[src/rtl/jtag_master_if.sv]
// jtag_master_if: command/response handshake bundle between a command source
// (master modport) and the jtag_master driver (slave modport).
interface jtag_master_if #(
  parameter int MAX_LEN = 64,
  parameter int LEN_W   = $clog2(MAX_LEN + 1)
);
  logic               cmd_valid;
  logic               cmd_ready;
  logic [1:0]         cmd_op;
  logic [LEN_W-1:0]   cmd_len;
  logic [MAX_LEN-1:0] cmd_data;
  logic               rsp_valid;
  logic               rsp_ready;
  logic [MAX_LEN-1:0] rsp_data;
  logic               rsp_err;

  modport master (
    output cmd_valid, cmd_op, cmd_len, cmd_data, rsp_ready,
    input  cmd_ready, rsp_valid, rsp_data, rsp_err
  );

  modport slave (
    input  cmd_valid, cmd_op, cmd_len, cmd_data, rsp_ready,
    output cmd_ready, rsp_valid, rsp_data, rsp_err
  );
endinterface

[src/rtl/jtag_master.sv]
// jtag_master: host-side JTAG driver. Turns one-cycle scan commands into
// TCK/TMS/TDI waveforms, captures TDO, and always parks the TAP in
// run_test_idle. A 6-TCK TAP reset plays automatically after rst.
// Optional build macro: JTAG_MASTER_LEN_CHECK_EN -- SCAN_* commands with
// cmd_len of 0 or above MAX_LEN are answered at once with rsp_err=1 and no
// TCK activity. Without it rsp_err is tied 0.
module jtag_master #(
  parameter int CLK_DIV = 4,
  parameter int MAX_LEN = 64,
  parameter int LEN_W   = $clog2(MAX_LEN + 1)
) (
  input  logic         clk,
  input  logic         rst,
  jtag_master_if.slave bus,
  output logic         tck,
  output logic         tms,
  output logic         tdi,
  input  logic         tdo
);

  localparam int DIV_W = (CLK_DIV > 1) ? $clog2(CLK_DIV) : 1;
  // One extra bit covers both MAX_LEN+6 scan TCKs and the longest IDLE count.
  localparam int CNT_W = LEN_W + 1;
  localparam int IDX_W = (MAX_LEN > 1) ? $clog2(MAX_LEN) : 1;

  typedef enum logic [1:0] {
    OP_RESET   = 2'b00,
    OP_SCAN_IR = 2'b01,
    OP_SCAN_DR = 2'b10,
    OP_IDLE    = 2'b11
  } op_e;

  typedef enum logic [1:0] {
    BOOT_RST,
    IDLE,
    SHIFT_SEQ,
    RESP
  } state_e;

  state_e             state_q, state_d;
  op_e                op_q;
  logic [CNT_W-1:0]   len_q;
  logic [CNT_W-1:0]   idx_q;
  logic [CNT_W-1:0]   total_q;
  logic [MAX_LEN-1:0] data_q;
  logic [DIV_W-1:0]   div_q;
  logic               tck_q, tms_q, tdi_q;
  logic [MAX_LEN-1:0] rsp_data_q;

  op_e                cmd_op_w;
  logic [CNT_W-1:0]   cmd_len_w;
  logic               seq_on, div_end, rise, fall, last;
  logic               accept, len_bad, imm_rsp;

  // TCKs spent walking from run_test_idle into the shift state.
  function automatic logic [CNT_W-1:0] pre_len(op_e op);
    case (op)
      OP_SCAN_IR: pre_len = CNT_W'(4);
      OP_SCAN_DR: pre_len = CNT_W'(3);
      default:    pre_len = '0;
    endcase
  endfunction

  function automatic logic [CNT_W-1:0] total_tcks(op_e op, logic [CNT_W-1:0] n);
    case (op)
      OP_RESET:   total_tcks = CNT_W'(6);
      OP_SCAN_IR: total_tcks = n + CNT_W'(6);
      OP_SCAN_DR: total_tcks = n + CNT_W'(5);
      default:    total_tcks = n;
    endcase
  endfunction

  function automatic logic is_scan(op_e op);
    is_scan = (op == OP_SCAN_IR) || (op == OP_SCAN_DR);
  endfunction

  function automatic logic in_shift(op_e op, logic [CNT_W-1:0] idx, logic [CNT_W-1:0] n);
    in_shift = is_scan(op) && (idx >= pre_len(op)) && (idx < pre_len(op) + n);
  endfunction

  // TMS level for TCK rise number idx of a command, walked from run_test_idle.
  function automatic logic tms_at(op_e op, logic [CNT_W-1:0] idx, logic [CNT_W-1:0] n);
    logic [CNT_W-1:0] pre;
    pre = pre_len(op);
    case (op)
      OP_RESET: tms_at = (idx < CNT_W'(5));
      OP_IDLE:  tms_at = 1'b0;
      default: begin
        if (idx < pre)
          tms_at = (idx == '0) || ((op == OP_SCAN_IR) && (idx == CNT_W'(1)));
        else
          tms_at = (idx == pre + n - CNT_W'(1)) || (idx == pre + n);
      end
    endcase
  endfunction

  function automatic logic tdi_at(op_e op, logic [CNT_W-1:0] idx, logic [CNT_W-1:0] n,
                                  logic [MAX_LEN-1:0] d);
    if (in_shift(op, idx, n))
      tdi_at = d[IDX_W'(idx - pre_len(op))];
    else
      tdi_at = 1'b0;
  endfunction

  assign cmd_op_w  = op_e'(bus.cmd_op);
  assign cmd_len_w = CNT_W'(bus.cmd_len);

`ifdef JTAG_MASTER_LEN_CHECK_EN
  assign len_bad = is_scan(cmd_op_w) &&
                   ((cmd_len_w == '0) || (cmd_len_w > CNT_W'(MAX_LEN)));
`else
  assign len_bad = 1'b0;
`endif

  assign imm_rsp = len_bad || ((cmd_op_w == OP_IDLE) && (cmd_len_w == '0));

  assign seq_on  = (state_q == BOOT_RST) || (state_q == SHIFT_SEQ);
  assign div_end = (div_q == DIV_W'(CLK_DIV - 1));
  assign rise    = seq_on && !tck_q && div_end;
  assign fall    = seq_on &&  tck_q && div_end;
  assign last    = (idx_q == total_q - CNT_W'(1));

  // Next state and command acceptance.
  always_comb begin
    state_d = state_q;
    accept  = 1'b0;
    case (state_q)
      BOOT_RST:  if (fall && last) state_d = IDLE;
      IDLE: begin
        if (bus.cmd_valid) begin
          accept  = 1'b1;
          state_d = imm_rsp ? RESP : SHIFT_SEQ;
        end
      end
      SHIFT_SEQ: if (fall && last) state_d = RESP;
      RESP:      if (bus.rsp_ready) state_d = IDLE;
      default:   state_d = BOOT_RST;
    endcase
  end

  // State register; reset always restarts with the TAP reset sequence.
  always_ff @(posedge clk) begin
    if (rst) state_q <= BOOT_RST;
    else     state_q <= state_d;
  end

  // TCK divider, TMS/TDI sequencer and TDO capture.
  always_ff @(posedge clk) begin
    if (rst) begin
      tck_q      <= 1'b0;
      tms_q      <= 1'b1;
      tdi_q      <= 1'b0;
      div_q      <= '0;
      idx_q      <= '0;
      op_q       <= OP_RESET;
      total_q    <= CNT_W'(6);
      rsp_data_q <= '0;
    end else if (accept) begin
      op_q       <= cmd_op_w;
      len_q      <= cmd_len_w;
      data_q     <= bus.cmd_data;
      total_q    <= total_tcks(cmd_op_w, cmd_len_w);
      idx_q      <= '0;
      div_q      <= '0;
      tck_q      <= 1'b0;
      // Immediate responses must not disturb the pins.
      tms_q      <= imm_rsp ? tms_q : tms_at(cmd_op_w, '0, cmd_len_w);
      tdi_q      <= imm_rsp ? 1'b0  : tdi_at(cmd_op_w, '0, cmd_len_w, bus.cmd_data);
      rsp_data_q <= '0;
    end else if (seq_on) begin
      if (div_end) begin
        div_q <= '0;
        tck_q <= ~tck_q;
      end else begin
        div_q <= div_q + DIV_W'(1);
      end
      // TDO has been stable since the previous falling edge.
      if (rise && (state_q == SHIFT_SEQ) && in_shift(op_q, idx_q, len_q))
        rsp_data_q[IDX_W'(idx_q - pre_len(op_q))] <= tdo;
      if (fall) begin
        if (last) begin
          tdi_q <= 1'b0;
        end else begin
          idx_q <= idx_q + CNT_W'(1);
          tms_q <= tms_at(op_q, idx_q + CNT_W'(1), len_q);
          tdi_q <= tdi_at(op_q, idx_q + CNT_W'(1), len_q, data_q);
        end
      end
    end
  end

`ifdef JTAG_MASTER_LEN_CHECK_EN
  logic rsp_err_q;

  // Error flag latched with each accepted command.
  always_ff @(posedge clk) begin
    if (rst)         rsp_err_q <= 1'b0;
    else if (accept) rsp_err_q <= len_bad;
  end

  assign bus.rsp_err = rsp_err_q;
`else
  assign bus.rsp_err = 1'b0;
`endif

  assign bus.cmd_ready = (state_q == IDLE);
  assign bus.rsp_valid = (state_q == RESP);
  assign bus.rsp_data  = rsp_data_q;
  assign tck           = tck_q;
  assign tms           = tms_q;
  assign tdi           = tdi_q;

endmodule

[src/flat_wrapper.sv]
// flat-port wrapper written by rule: the top's interface ports become plain ports
module jtag_master_flat 
#(
  parameter int CLK_DIV = 4,
  parameter int MAX_LEN = 64,
  parameter int LEN_W   = $clog2(MAX_LEN + 1)
)
  (clk, rst, tck, tms, tdi, tdo, bus_cmd_valid, bus_cmd_op, bus_cmd_len, bus_cmd_data, bus_rsp_ready, bus_cmd_ready, bus_rsp_valid, bus_rsp_data, bus_rsp_err);
  jtag_master_if #(.MAX_LEN(MAX_LEN), .LEN_W(LEN_W)) bus_i ();
  input  logic clk;
  input  logic rst;
  output logic tck;
  output logic tms;
  output logic tdi;
  input  logic tdo;
  input wire logic [$bits(bus_i.cmd_valid)-1:0] bus_cmd_valid;
  input wire logic [$bits(bus_i.cmd_op)-1:0] bus_cmd_op;
  input wire logic [$bits(bus_i.cmd_len)-1:0] bus_cmd_len;
  input wire logic [$bits(bus_i.cmd_data)-1:0] bus_cmd_data;
  input wire logic [$bits(bus_i.rsp_ready)-1:0] bus_rsp_ready;
  output wire logic [$bits(bus_i.cmd_ready)-1:0] bus_cmd_ready;
  output wire logic [$bits(bus_i.rsp_valid)-1:0] bus_rsp_valid;
  output wire logic [$bits(bus_i.rsp_data)-1:0] bus_rsp_data;
  output wire logic [$bits(bus_i.rsp_err)-1:0] bus_rsp_err;
  assign bus_i.cmd_valid = bus_cmd_valid;
  assign bus_i.cmd_op = bus_cmd_op;
  assign bus_i.cmd_len = bus_cmd_len;
  assign bus_i.cmd_data = bus_cmd_data;
  assign bus_i.rsp_ready = bus_rsp_ready;
  assign bus_cmd_ready = bus_i.cmd_ready;
  assign bus_rsp_valid = bus_i.rsp_valid;
  assign bus_rsp_data = bus_i.rsp_data;
  assign bus_rsp_err = bus_i.rsp_err;
  jtag_master #(.CLK_DIV(CLK_DIV), .MAX_LEN(MAX_LEN), .LEN_W(LEN_W)) u_core (.clk(clk), .rst(rst), .bus(bus_i), .tck(tck), .tms(tms), .tdi(tdi), .tdo(tdo));
endmodule
[config.mk]
export PLATFORM = sky130hd
export DESIGN_NAME = jtag_master_flat
export DESIGN_NICKNAME = d
export VERILOG_FILES = /design/src/rtl/jtag_master_if.sv /design/src/rtl/jtag_master.sv /design/src/flat_wrapper.sv
export SDC_FILE = /design/constraint.sdc
export NUM_CORES = 1
export LEC_CHECK = 0
export CORE_ASPECT_RATIO = 1.4
export CORE_UTILIZATION = 58
export CTS_CLUSTER_DIAMETER = 60
export DETAILED_ROUTE_END_ITERATION = 7
export GPL_ROUTABILITY_DRIVEN = 0
export PLACE_DENSITY = 0.83
export SYNTH_ARGS = -nofsm -noshare
export SYNTH_HDL_FRONTEND = slang
export SYNTH_SLANG_ARGS = --single-unit
export TNS_END_PERCENT = 50
[constraint.sdc]
create_clock -name clk -period 8.52 [get_ports clk]
set_input_delay 0.852 -clock clk [delete_from_list [all_inputs] [get_ports clk]]
set_output_delay 0.852 -clock clk [all_outputs]
set_load 0.03 [all_outputs]
=== Word level (Yosys, flattened, before mapping) ===
Cells that the tools add are included.

* Flip-flop bits (word level): 160
* Latch bits: 0
* Bits in writable memories: 0
* ROM bits: 0
* Output and inout bits: 70
* Logic and storage cells: 158
* Memories kept: 0

* Add/sub/neg operators: 13
* $mul: 0
* Div/mod/pow operators: 0
* Order comparisons: 13
* Equal/unequal tests: 20
* Shift operators: 0
* Muxes and demuxes: 58
* Bitwise operators: 3
* Reduce and logical (&&, ||, !) cells: 40

{| class="wikitable"
|+ Operators by type and width
! kind !! number
|-
| 8-bit 2-to-1 mux || 10
|-
| 6-bit 2-to-1 mux || 13
|-
| 64-bit bitwise mux || 1
|-
| 8-bit logical NOT || 4
|-
| 8-bit by 7-bit adder with 8-bit output || 3
|-
| 8-bit == test || 3
|-
| 8-bit less-than comparator || 3
|-
| 8-bit case mux with 3 select lines || 1
|-
| 8-bit by 1-bit subtractor with 8-bit output, second input constant || 3
|-
| 6-bit by 7-bit less-than comparator with 1-bit output, second input constant || 3
|-
| 1-bit 2-to-1 mux || 20
|-
| 7-bit by 3-bit adder with 8-bit output, second input constant || 2
|-
| 8-bit >= comparator || 2
|-
| 1-bit logical AND || 16
|-
| 1-bit by 8-bit less-than comparator with 1-bit output, first input constant || 2
|-
| 2-bit == test, second input constant || 7
|-
| 1-bit binary-select mux with 6-bit select || 2
|-
| 2-bit != test, second input constant || 6
|-
| 3-bit case mux with 2 select lines || 2
|-
| 6-bit subtractor || 2
|-
| 2-bit 2-to-1 mux || 5
|-
| 8-bit by 1-bit adder with 8-bit output, second input constant || 1
|-
| 8-bit by 1-bit == test with 1-bit output, second input constant || 1
|-
| 1-bit by 8-bit >= comparator with 1-bit output, first input constant || 1
|-
| 17 further kinds || 34
|}

=== Logic depth before layout (Yosys ltp) ===
Gate-level depths: netlist of run 1.

* Word-level depth: 25
* Mapped depth: 16
* Gate-level depth less buffers: 15

=== Worst setup path before layout of run 1 ===
OpenSTA, ideal clock, no wires.

* Kind: input to register
* Start point: in bus_cmd_valid
* End point: reg u_core.data_q[0], enable pin
* Library setup time: 0.502 ns
* Arrival time: 4.352 ns
* Required time: 8.018 ns
* Setup slack: 3.665 ns
* Stages on the path: 4
* Cell sequence: clkbuf_1 -> nand2_1 -> clkbuf_1 -> nor2_1

* Word-level cells in the longest chain between the ends: 3

{| class="wikitable"
|+ RTL lines
! element !! line !! text
|-
| from (decl) || flat_wrapper.sv:16 || <nowiki>input wire logic [$bits(bus_i.cmd_valid)-1:0] bus_cmd_valid;</nowiki>
|-
| 1-bit 2-to-1 mux || jtag_master.sv:130 || <nowiki>if (bus.cmd_valid) begin</nowiki>
|-
| 1-bit 2-to-1 mux || jtag_master.sv:127 || <nowiki>case (state_q)</nowiki>
|-
| 2-bit AND reduction (no line) || n/a ||
|-
| to (signal assigned) || jtag_master.sv:161 || <nowiki>data_q <= bus.cmd_data;</nowiki>
|-
| to (decl) || jtag_master.sv:45 || <nowiki>logic [MAX_LEN-1:0] data_q;</nowiki>
|}

Every way passes these cells.
A chain may end at the register's enable or synchronous reset.

=== Worst setup path in the final report of run 1 ===
* Start point: reg u_core.op_q[0]
* End point: reg u_core.rsp_data_q[9], in the netlist u_core.bus.rsp_data[9]

* Word-level cells in the longest chain between the ends: 12

{| class="wikitable"
|+ RTL lines
! element !! line !! text
|-
| from (decl) || jtag_master.sv:41 || <nowiki>op_e op_q;</nowiki>
|-
| from (signal assigned) || jtag_master.sv:159 || <nowiki>op_q <= cmd_op_w;</nowiki>
|-
| 2-bit == test or 2-bit by 1-bit == test with 1-bit output (tied branches) || jtag_master.sv:57, jtag_master.sv:74 ||
|-
| 3-bit case mux with 2 select lines || jtag_master.sv:57 || <nowiki>case (op)</nowiki>
|-
| 6-bit 2-to-1 mux || jtag_master.sv:178 || <nowiki>if (rise && (state_q == SHIFT_SEQ) && in_shift(op_q, idx_q, len_q))</nowiki>
|-
| 6-bit 2-to-1 mux || jtag_master.sv:170 || <nowiki>end else if (seq_on) begin</nowiki>
|-
| 6-bit 2-to-1 mux || jtag_master.sv:158 || <nowiki>end else if (accept) begin</nowiki>
|-
| 6-bit 2-to-1 mux || jtag_master.sv:149 || <nowiki>if (rst) begin</nowiki>
|-
| 6-bit subtractor || jtag_master.sv:179 || <nowiki>rsp_data_q[IDX_W'(idx_q - pre_len(op_q))] <= tdo;</nowiki>
|-
| 6-bit by 7-bit less-than comparator with 1-bit output (implied by the code) or 6-bit by 1-bit >= comparator with 1-bit output (tied branches) || jtag_master.sv:179 ||
|-
| 1-bit logical AND (implied by the code) || jtag_master.sv:179 ||
|-
| 1-bit 2-to-1 mux (implied by the code) || jtag_master.sv:179 ||
|-
| 1-bit demux with 6-bit select || n/a ||
|-
| 64-bit bitwise mux || jtag_master.sv:179 ||
|-
| to (signal, indexed assignment) || jtag_master.sv:179 ||
|-
| to (decl) || jtag_master.sv:48 || <nowiki>logic [MAX_LEN-1:0] rsp_data_q;</nowiki>
|}

Several ways; a longest one is shown, not always the timed one. The select of a mux whose other input is x is not followed.

==> results of run 1 <==
[area by class of cell]
type	count	area, sq um
Inverter	30	112.6
Tap cell	189	236.5
Clock inverter	15	186.4
Timing Repair Buffer	152	1506
Fill cell	984	3725
Clock buffer	17	425.4
Sequential cell	160	3914
Multi-Input combinational cell	585	4273
[cells in the mapped netlist (31+ instances only)]
| cell type | instances | share of area, % |
|---|---|---|
| nand3_1 | 55 | 3.2 |
| o31ai_1 | 33 | 2.9 |
| o21ai_0 | 34 | 2.0 |
| a21oi_1 | 55 | 3.2 |
| edfxtp_1 | 71 | 25 |
| dfxtp_1 | 89 | 21 |
| clkbuf_1 | 31 | 1.4 |
| o211ai_1 | 38 | 3.3 |
| nand2_1 | 51 | 2.2 |
| ha_1 | 42 | 6.2 |
| nor2_1 | 53 | 2.3 |
| xnor2_1 | 31 | 3.2 |
[power breakdown]
group | total [mW] | switching [mW] | leakage (nW) | internal [mW]
registers | 0.840 | 0.0151 | 1.36 | 0.824
clock network | 0.782 | 0.360 | 0.296 | 0.422
logic | 0.274 | 0.158 | 1.95 | 0.116
[cells by family after synthesis]
kind of cell / after synthesis
AOI/OAI and AO/OA: 236
xor gates and xnor gates: 53
adders and majority gates: 44
buffers and inverters: 81
DFF: 160
muxes: 24
other: 1
and+or+nand+nor: 227
[worst max path at each step]
stage	to	slack, ps	cells past startpoint
after global routing	u_core.bus.rsp_data[12]	3560	15
after detailed placement	u_core.bus.rsp_data[9]	3970	15
after global placement	u_core.bus.rsp_data[30]	4190	15
final	u_core.bus.rsp_data[9]	3940	15
after CTS	u_core.bus.rsp_data[9]	3980	15
after floorplan	u_core.data_q[0]	3670	4
[through the flow]
step                      area [sq um]  cells  utilization, %  setup slack, ps
final                            10650   1148           74.10             3937
after global routing             10650   1148           74.10             3559
after CTS                        10650   1148           74.10             3980
after detailed placement         10040   1116           69.84             3966
after global placement           10040   1116           69.84             4190
after floorplan                   8518    826               -             3665
[worst max-delay path, delay by kind of cell (launching register included)]
family	cells	cell delay (ps)
AO/OA/AOI/OAI	7	2480
adder cells (fa/ha/maj)	3	830
AND/OR/NAND/NOR	3	550
flip-flops	1	340
buffers and inverters	2	210
[metal layers]
metal	routed length (um)	global-route usage [%]	vias to the layer above
li1	-	-	3353
met1	8013	32.43	3326
met2	11220	51.06	318
met3	957	4.657	83
met4	1070	18.29	0
met5	0	0	-
[placed cells by master (no fill, tap or decap), types with 3 or more instances in the layout]
cell and n:
clkdlybuf4s50_1 146, dfxtp_1 89, edfxtp_1 71, nand3_1 55, a21oi_1 54, nor2_1 52
nand2_1 51, ha_1 42, o211ai_1 38, o21ai_0 34, o31ai_1 33, xnor2_1 31
inv_1 30, nor3_1 21, mux4_2 21, xor2_1 19, clkbuf_16 17, o21ai_1 16
nor2b_1 11, a211oi_1 7, nand2b_1 6, a31oi_1 6, buf_4 6, nand4_1 5
inv_8 5, a2111oi_0 4, a22oi_1 3, o22ai_1 3, o221ai_1 3, a22o_1 3
and3_1 3, or2_2 3, and2_1 3, a21o_1 3, o2111a_1 3, clkinv_8 3
clkinv_4 3
[sequential cells by signal, summed over array words and instances (netlist names), 2 cells and up]
name                 cells
u_core.bus.rsp_data     64
u_core.op_q              2
u_core.div_q             2
u_core.state_q           2
u_core.total_q           8
u_core.data_q           64
u_core.idx_q             8
u_core.len_q             7
==> flow_summary.json, run 1 <==
{
  "die-area_sq_um": 15180,
  "vias": 7080,
  "muxShareOfSynthArea_pct": 5.920,
  "vias_per_cell": 6.167,
  "avgSynthCellArea_sq_um": 10.31,
  "period_needed_ps": 4583,
  "dr.pass1.iters": 7,
  "die_w_um": 104.4,
  "clock-sinks": 160,
  "hold_viol_final": 0,
  "cts_buffers": 17,
  "insertion_delay_ps": 440,
  "leakage_nw": 3.602,
  "r2r_end": "u_core.bus.rsp_data[9]",
  "worstPathCellList": "inv_1 > ha_1 > ha_1 > a21oi_1 > a2111oi_0 > a21oi_1 > nor3_2 > inv_1 > ha_1 > nor3_1 > nand3_1 > a31oi_1 > o211ai_2 > o211ai_1 > o31ai_1",
  "path_max_fanout": 32,
  "rsz0062_at_grt": "no",
  "rows": 52,
  "design.core.area_sq_um": 14380,
  "dr.first_iter.drc_count": 472,
  "drive_gt1_share_pct": 7.925,
  "clk_pin_slew_ps": 70,
  "synth_top_family_by_area": "compound AO/OA/AOI/OAI gates",
  "crit_required_ps": 8790,
  "synth-xor-area-share_pct": 5.846,
  "cts_tree": "yes",
  "overflow": 0,
  "worst_pin_slew_ps": 1288,
  "antenna_found_initial": 0,
  "io_pins": 148,
  "synthCells": 826,
  "grt_start_max_net_pins": 68,
  "yosys_most_used_dff": "dfxtp_1",
  "synth_adder_area_share_pct": 6.522,
  "postCtsHoldBufs": 0,
  "hpwl_um": 15300,
  "wirelength_um": 21260,
  "hold_path_class": "reg2reg",
  "clockBufferDepth": 2,
  "syn2layout_area_growth_pct": 25.07,
  "end_kind": "register",
  "hold_path_end": "u_core.div_q[1]",
  "synth-simple-area-share_pct": 12.96,
  "r2r_cells": 15,
  "fin_tns_setup_ps": 0,
  "peakVddDrop_mv": 0.1352,
  "io_buffers": 146,
  "yosys_warnings": 0,
  "relSlewSlack_pct": 13.88,
  "max_cap_violations": 0,
  "post-route-drc-count": 0,
  "fmax_mhz": 218.2,
  "synth_edf_count": 71,
  "cts-root-buf": "clkbuf_16",
  "path_common_cell": "ha_1",
  "startpoint_type": "register",
  "slowest_stage": "o211ai_2",
  "power_mw": 1.895,
  "drv_slew": 0,
  "cts_resized": 0,
  "htree_levels": 4,
  "grt_pass1_vias": 6905,
  "grt_pass1_wl_um": 34500,
  "syn_nets": 947,
  "power_density_nw_per_um2": 177.9,
  "async_flop_share_pct": 0,
  "rr_startpoint": "u_core.op_q[0]",
  "grt_use_total_pct": 28.99,
  "ys_types": 73,
  "syn-cell-area_sq_um": 8518,
  "postCtsSetupRepairBufs": 0,
  "finalClockSkew_ps": 12.15,
  "num_antenna_cells": 0,
  "min_path_cells": 2,
  "initial_utilization_pct": 59.24,
  "ys_seq_area_share_pct": 45.95,
  "final_nets": 1067,
  "ant_nets": 0,
  "hold_ws_ps": 465.3,
  "finalCritPeriodShare_pct": 53.79,
  "status": "complete, no violations",
  "cp-startpoint": "u_core.op_q[0]",
  "ys_ff_latch": 160,
  "finalSetupViolations": 0,
  "r2r_slack_ps": 3940,
  "wire_per_inst_um": 18.52,
  "critPathMaxStageDelay_ps": 660,
  "synth_compound_area_share_pct": 18.74,
  "crit_type": "reg2reg",
  "min-delay-start": "u_core.div_q[1]",
  "fp.dieH_um": 145.4,
  "worstPathArrival_ps": 4850
}
Note: power is estimated with default switching activity, not from simulation.
==> run 2, diff against run 1 <==
--- a/config.mk
+++ b/config.mk
@@ -6,11 +6,11 @@
 export NUM_CORES = 1
 export LEC_CHECK = 0
 export CORE_ASPECT_RATIO = 1.4
-export CORE_UTILIZATION = 58
+export CORE_UTILIZATION = 48
 export CTS_CLUSTER_DIAMETER = 60
 export DETAILED_ROUTE_END_ITERATION = 7
 export GPL_ROUTABILITY_DRIVEN = 0
-export PLACE_DENSITY = 0.83
+export PLACE_DENSITY = 0.73
 export SYNTH_ARGS = -nofsm -noshare
 export SYNTH_HDL_FRONTEND = slang
 export SYNTH_SLANG_ARGS = --single-unit
==> constraint.sdc (replaced) <==
create_clock -name clk -period 4 [get_ports clk]
set_input_delay 0.4 -clock clk [delete_from_list [all_inputs] [get_ports clk]]
set_output_delay 0.4 -clock clk [all_outputs]
set_load 0.03 [all_outputs]
==> run 2 against run 1 <==
Effect of this change: global-route usage down 4.2 points; largest power group unchanged; flip-flop and latch count stayed put; final cell count is 6.3% higher; final area is 2.4% higher; count of clock-buffer cells in the layout rose by 1; worst setup slack got worse by 3600 ps; highest routed layer unchanged; non-clock buffer count grew 25.
==> flow_summary.json, run 2 (synthesis gave the netlist of run 1 again) <==
{
  "status": "complete, no violations",
  "grt_pass1_wl_um": 35020,
  "cts_buffers": 17,
  "crit_type": "reg2reg",
  "finalNonFillerCells": 1220,
  "dp.cells": 1184,
  "fp.dieH_um": 159.6,
  "fmax_mhz": 271.4,
  "syn2layout_area_growth_pct": 28.03,
  "vias_per_cell": 5.793,
  "insertion_delay_ps": 430,
  "final_nets": 1092,
  "io_buffers": 146,
  "fillCellCount": 1449,
  "die_w_um": 114.6,
  "grt_use_total_pct": 24.82,
  "power_density_nw_per_um2": 364.9,
  "path_max_fanout": 32,
  "startpoint_type": "register",
  "clockBufferDepth": 2,
  "finalClockSkew_ps": 7.813,
  "grt_start_max_net_pins": 73,
  "finalCritPeriodShare_pct": 92.11,
  "dr.first_iter.drc_count": 533,
  "relSlewSlack_pct": 26.37,
  "num_antenna_cells": 0,
  "htree_levels": 4,
  "crit_required_ps": 4270,
  "leakage_nw": 3.719,
  "worst_pin_slew_ps": 1102,
  "hpwl_um": 16120,
  "ant_nets": 0,
  "initial_utilization_pct": 49.15,
  "hold_path_class": "reg2reg",
  "hold_viol_final": 0,
  "post-route-drc-count": 0,
  "antenna_found_initial": 0,
  "layout_common_cells": "clkdlybuf4s50_1 (146), dfxtp_1 (89), edfxtp_1 (71)",
  "dr.pass1.iters": 5,
  "vias": 7068,
  "layout_commonest_cell": "clkdlybuf4s50_1",
  "peakVddDrop_mv": 0.2593,
  "grt_pass1_vias": 6904,
  "hold_ws_ps": 469.4,
  "period_needed_ps": 3684,
  "cts_tree": "yes",
  "max_cap_violations": 0,
  "design.core.area_sq_um": 17330,
  "die-area_sq_um": 18290,
  "wire_per_inst_um": 17.97,
  "fin_area_sq_um": 10910,
  "worstPathArrival_ps": 3960,
  "drive_gt1_share_pct": 10.16,
  "rows": 57,
  "finalSetupViolations": 0,
  "clock-sinks": 160,
  "cts-root-buf": "clkbuf_16",
  "end_kind": "register",
  "placed_cell_area_sq_um": 10280,
  "drv_slew": 0,
  "overflow": 0,
  "clk_pin_slew_ps": 60,
  "final_util_pct": 62.93,
  "io_pins": 148,
  "wirelength_um": 21930,
  "postCtsHoldBufs": 0
}
[run 2: cell types whose count changed in the layout (fill, tap and decap cells not counted), moves of 2 or more]
cell / before / now
inv_6: 2 / 4
buf_4: 6 / 29
buf_12: 0 / 2
clkinv_8: 3 / 1
inv_8: 5 / 3
[run 2: worst paths after layout]
kind                   startpoint                 endpoint  slack, ps  depth (start not counted)
setup / recovery   u_core.op_q[0]  u_core.bus.rsp_data[40]        320                         17
hold / removal    u_core.div_q[1]          u_core.div_q[1]        470                          2
hold reg to reg   u_core.div_q[1]          u_core.div_q[1]        470                          2
setup reg to reg   u_core.op_q[0]  u_core.bus.rsp_data[40]        320                         17
[run 2: layout make-up]
type	count	area, sq um	share of cell area [%]
Tap cell	236	295.3	2.708
Timing Repair Buffer	177	1719	15.76
Clock inverter	14	150.1	1.377
Multi-Input combinational cell	585	4285	39.30
Inverter	30	112.6	1.033
Clock buffer	18	429.2	3.935
Sequential cell	160	3914	35.89
[run 2: critical path, stage by stage (launching register included)]
cell and delay [ps]:
dfxtp_1 330, inv_1 110, ha_1 180, ha_1 260
a21oi_1 140, a2111oi_1 480, a21oi_1 100, nor3_2 310
inv_1 110, ha_1 200, nor3_1 180, nand3_1 100
a31oi_1 160, buf_4 180, o211ai_1 110, buf_4 260
o211ai_1 220, o31ai_1 100
[run 2: metrics by stage]
step	power (mW)	setup WS, ps	setup TNS, ps
6_report	3.980	315.7	0
5_1_grt	4.125	-9.618	-24.50
4_1_cts	3.990	141.8	0
3_5_place_dp	2.411	170.0	0
3_3_place_gp	2.402	290.7	0
2_1_floorplan	2.201	342.8	0
[run 2: report_power, final]
group | total (mW) | internal, mW | switching [mW]
Clock | 1.59 | 0.881 | 0.714
Sequential | 1.79 | 1.76 | 0.0309
Combinational | 0.598 | 0.257 | 0.342
Total | 3.98 | 2.89 | 1.09
[run 2: metal layers]
layer | up-vias | GRT usage [%] | wire length [um]
li1 | 3402 | - | -
met1 | 3379 | 28.43 | 8509
met2 | 235 | 44.85 | 11770
met3 | 52 | 3.302 | 809
met4 | 0 | 12.10 | 835
met5 | - | 0 | 0
[run 2: what timing repair did]
item	in CTS	in global routing
gates resized for setup	0	3
setup endpoints to repair	0	30
setup buffers	0	4
==> run 3, diff against run 2 <==
--- a/config.mk
+++ b/config.mk
@@ -5,9 +5,13 @@
 export SDC_FILE = /design/constraint.sdc
 export NUM_CORES = 1
 export LEC_CHECK = 0
+export ABC_AREA = 1
+export CELL_PAD_IN_SITES_DETAIL_PLACEMENT = 1
+export CELL_PAD_IN_SITES_GLOBAL_PLACEMENT = 2
 export CORE_ASPECT_RATIO = 1.4
-export CORE_UTILIZATION = 48
+export CORE_UTILIZATION = 28
 export CTS_CLUSTER_DIAMETER = 60
+export CTS_CLUSTER_SIZE = 12
 export DETAILED_ROUTE_END_ITERATION = 7
 export GPL_ROUTABILITY_DRIVEN = 0
 export PLACE_DENSITY = 0.73
==> run 3 against run 2 <==
Effect of this change: sequential share of layout area shrank 1.6 points; synthesized area grew 5.7%; combinational power grew 69%; via count grew 19%; final cell count grew 39%; total power grew 13%; flip-flop and latch count is the same; clock skew grew 4.3 ps; largest cell class unchanged; largest power group unchanged; highest routed layer unchanged.
==> flow_summary.json, run 3 <==
{
  "status": "complete, no violations",
  "peakVddDrop_mv": 0.2642,
  "r2r_slack_ps": 420,
  "rows": 77,
  "layout_common_cells": "nand2_1 (267), nand3_1 (171), clkdlybuf4s50_1 (145)",
  "wirelength_um": 29040,
  "fmax_mhz": 279.7,
  "avgSynthCellArea_sq_um": 7.776,
  "syn_nets": 1279,
  "post-route-drc-count": 0,
  "wire_per_inst_um": 17.16,
  "clock-sinks": 160,
  "yosysTopAreaCell": "edfxtp_1",
  "synthCells": 1158,
  "power_density_nw_per_um2": 392.9,
  "yosys_most_used_dff": "dfxtp_1",
  "startpoint_type": "register",
  "synth_edf_count": 71,
  "hold_viol_final": 0,
  "finalCritPeriodShare_pct": 89.38,
  "htree_levels": 4,
  "cp-startpoint": "u_core.op_q[0]",
  "syn2layout_area_growth_pct": 26.80,
  "overflow": 0,
  "vias": 8407,
  "path_max_fanout": 48,
  "dr.pass1.iters": 4,
  "dr.first_iter.drc_count": 314,
  "ant_nets": 0,
  "hold_path_class": "reg2reg",
  "rr_startpoint": "u_core.op_q[0]",
  "async_flop_share_pct": 0,
  "max_cap_violations": 0,
  "drv_slew": 0,
  "finalClockSkew_ps": 12.08,
  "io_buffers": 146,
  "r2r_cells": 20,
  "rsz0062_at_grt": "no",
  "yosys-top-cells-count": "nand2_1 (267), nand3_1 (171), nor2_1 (113), a21oi_1 (90), dfxtp_1 (89)",
  "clockBufferDepth": 2,
  "cp-endpoint": "u_core.bus.rsp_data[42]",
  "worstPathArrival_ps": 3880,
  "crit_required_ps": 4310,
  "syn-cell-area_sq_um": 9005,
  "ys_ff_latch": 160,
  "fin_tns_setup_ps": 0,
  "fp.dieH_um": 214.2,
  "final_util_pct": 36.13,
  "slowest_stage": "dfxtp_1",
  "path_common_cell": "nand2_1",
  "synth_area_leaders": "edfxtp_1 (24%), dfxtp_1 (20%), nand2_1 (11%)",
  "clk_pin_slew_ps": 80,
  "postCtsHoldBufs": 0,
  "yosysTopAreaCellShare_pct": 23.68,
  "yosys_warnings": 0,
  "grt_start_max_net_pins": 66,
  "ys_seq_area_share_pct": 43.46,
  "end_kind": "register",
  "r2r_end": "u_core.bus.rsp_data[42]",
  "design.core.area_sq_um": 31600,
  "cts-root-buf": "clkbuf_16",
  "layout_commonest_cell": "nand2_1",
  "num_antenna_cells": 0,
  "worstPathCellList": "inv_1 > ha_1 > inv_1 > nand2_1 > nand2_1 > ha_1 > inv_1 > nand2_1 > nand3_1 > nand2_1 > nand2_1 > nand2_1 > ha_1 > a21oi_2 > o22ai_1 > o21bai_4 > buf_12 > nand3_1 > nand2_1 > a21oi_1",
  "cts_buffers": 17,
  "io_pins": 148,
  "grt_use_total_pct": 18.22,
  "worst_pin_slew_ps": 759.9,
  "leakage_nw": 4.217,
  "drive_gt1_share_pct": 5.397,
  "grt_pass1_wl_um": 46890,
  "grt_pass1_vias": 8685,
  "critPathMaxStageDelay_ps": 360,
  "initial_utilization_pct": 28.50,
  "fillCellCount": 3827,
  "antenna_found_initial": 0,
  "vias_per_cell": 4.969,
  "period_needed_ps": 3575,
  "hpwl_um": 21690,
  "crit_type": "reg2reg",
  "cts_tree": "yes",
  "final_nets": 1405,
  "ys_types": 44,
  "relSlewSlack_pct": 49.34,
  "die-area_sq_um": 32890,
  "yosysMostFrequentCell": "nand2_1",
  "insertion_delay_ps": 450,
  "finalSetupViolations": 0,
  "die_w_um": 153.6
}
==> run 3: what timing repair did <==
action	4_1_cts	5_1_grt
setup endpoints to repair	0	7
setup buffers	0	1
gates resized for setup	0	1
==> run 3: final cells by class <==
type	instances	area (sq um)	area share, %
Clock buffer	17	425.4	3.726
Clock inverter	15	156.4	1.370
Sequential cell	160	3914	34.28
Tap cell	395	494.2	4.328
Multi-Input combinational cell	848	4408	38.60
Inverter	92	346.6	3.035
Timing Repair Buffer	165	1674	14.66
==> run 3: worst min path at each step <==
stage	from	end	cells after the start
floorplan	u_core.total_q[7]	u_core.total_q[7]	2
global placement	u_core.bus.rsp_data[35]	u_core.bus.rsp_data[35]	2
detailed placement	u_core.bus.rsp_data[47]	u_core.bus.rsp_data[47]	2
CTS	u_core.bus.rsp_data[47]	u_core.bus.rsp_data[47]	2
global route	bus_cmd_data[57]	u_core.data_q[57]	1
finish	u_core.bus.rsp_data[47]	u_core.bus.rsp_data[47]	2
==> run 3: kinds of logic after synthesis <==
kind of cell    after synthesis  synth area share, %
compound gates              139                8.782
xor+xnor                     18                1.751
fa+ha+maj                    43                6.058
buf+inv                     150                7.711
flops                       160                43.46
other cells                   1              0.04164
simple gates                647                32.19
==> run 3: stage by stage <==
stage / power [mW] / setup slack [ps] / instance area (sq um) / hold slack (ps) / cells
6_report: 4.486 / 424.6 / 11420 / 458.5 / 1692
5_1_grt: 4.737 / 71.64 / 11420 / 482.5 / 1692
4_1_cts: 4.579 / 305.2 / 11410 / 463.2 / 1691
3_5_place_dp: 2.894 / 317.2 / 10830 / 452.3 / 1659
3_3_place_gp: 2.877 / 484.9 / 10830 / 448.6 / 1659
2_1_floorplan: 2.500 / 417.4 / 9007 / 444.8 / 1158
==> run 3: critical path, delay by kind of cell (launching register included) <==
family / cells / cell delay [ps]
AND/OR/NAND/NOR: 9 / 1040
adder cells (fa/ha/maj): 3 / 680
flip-flops: 1 / 360
AO/OA/AOI/OAI: 4 / 750
buffers and inverters: 4 / 610
==> run 3: power breakdown <==
group / internal (mW) / leakage (nW) / switching, mW
Clock: 0.838 / 0.286 / 0.816
Combinational: 0.324 / 2.57 / 0.683
Sequential: 1.79 / 1.36 / 0.0371
Total: 2.95 / 4.22 / 1.54
==> run 3: routing by layer <==
metal	up-vias	GRT usage (%)	share of wire [%]
met3	48	2.829	2.9
met5	-	0	0
met4	0	7.567	2.9
met1	3968	20.78	42
met2	177	33.41	52
li1	4214	-	-
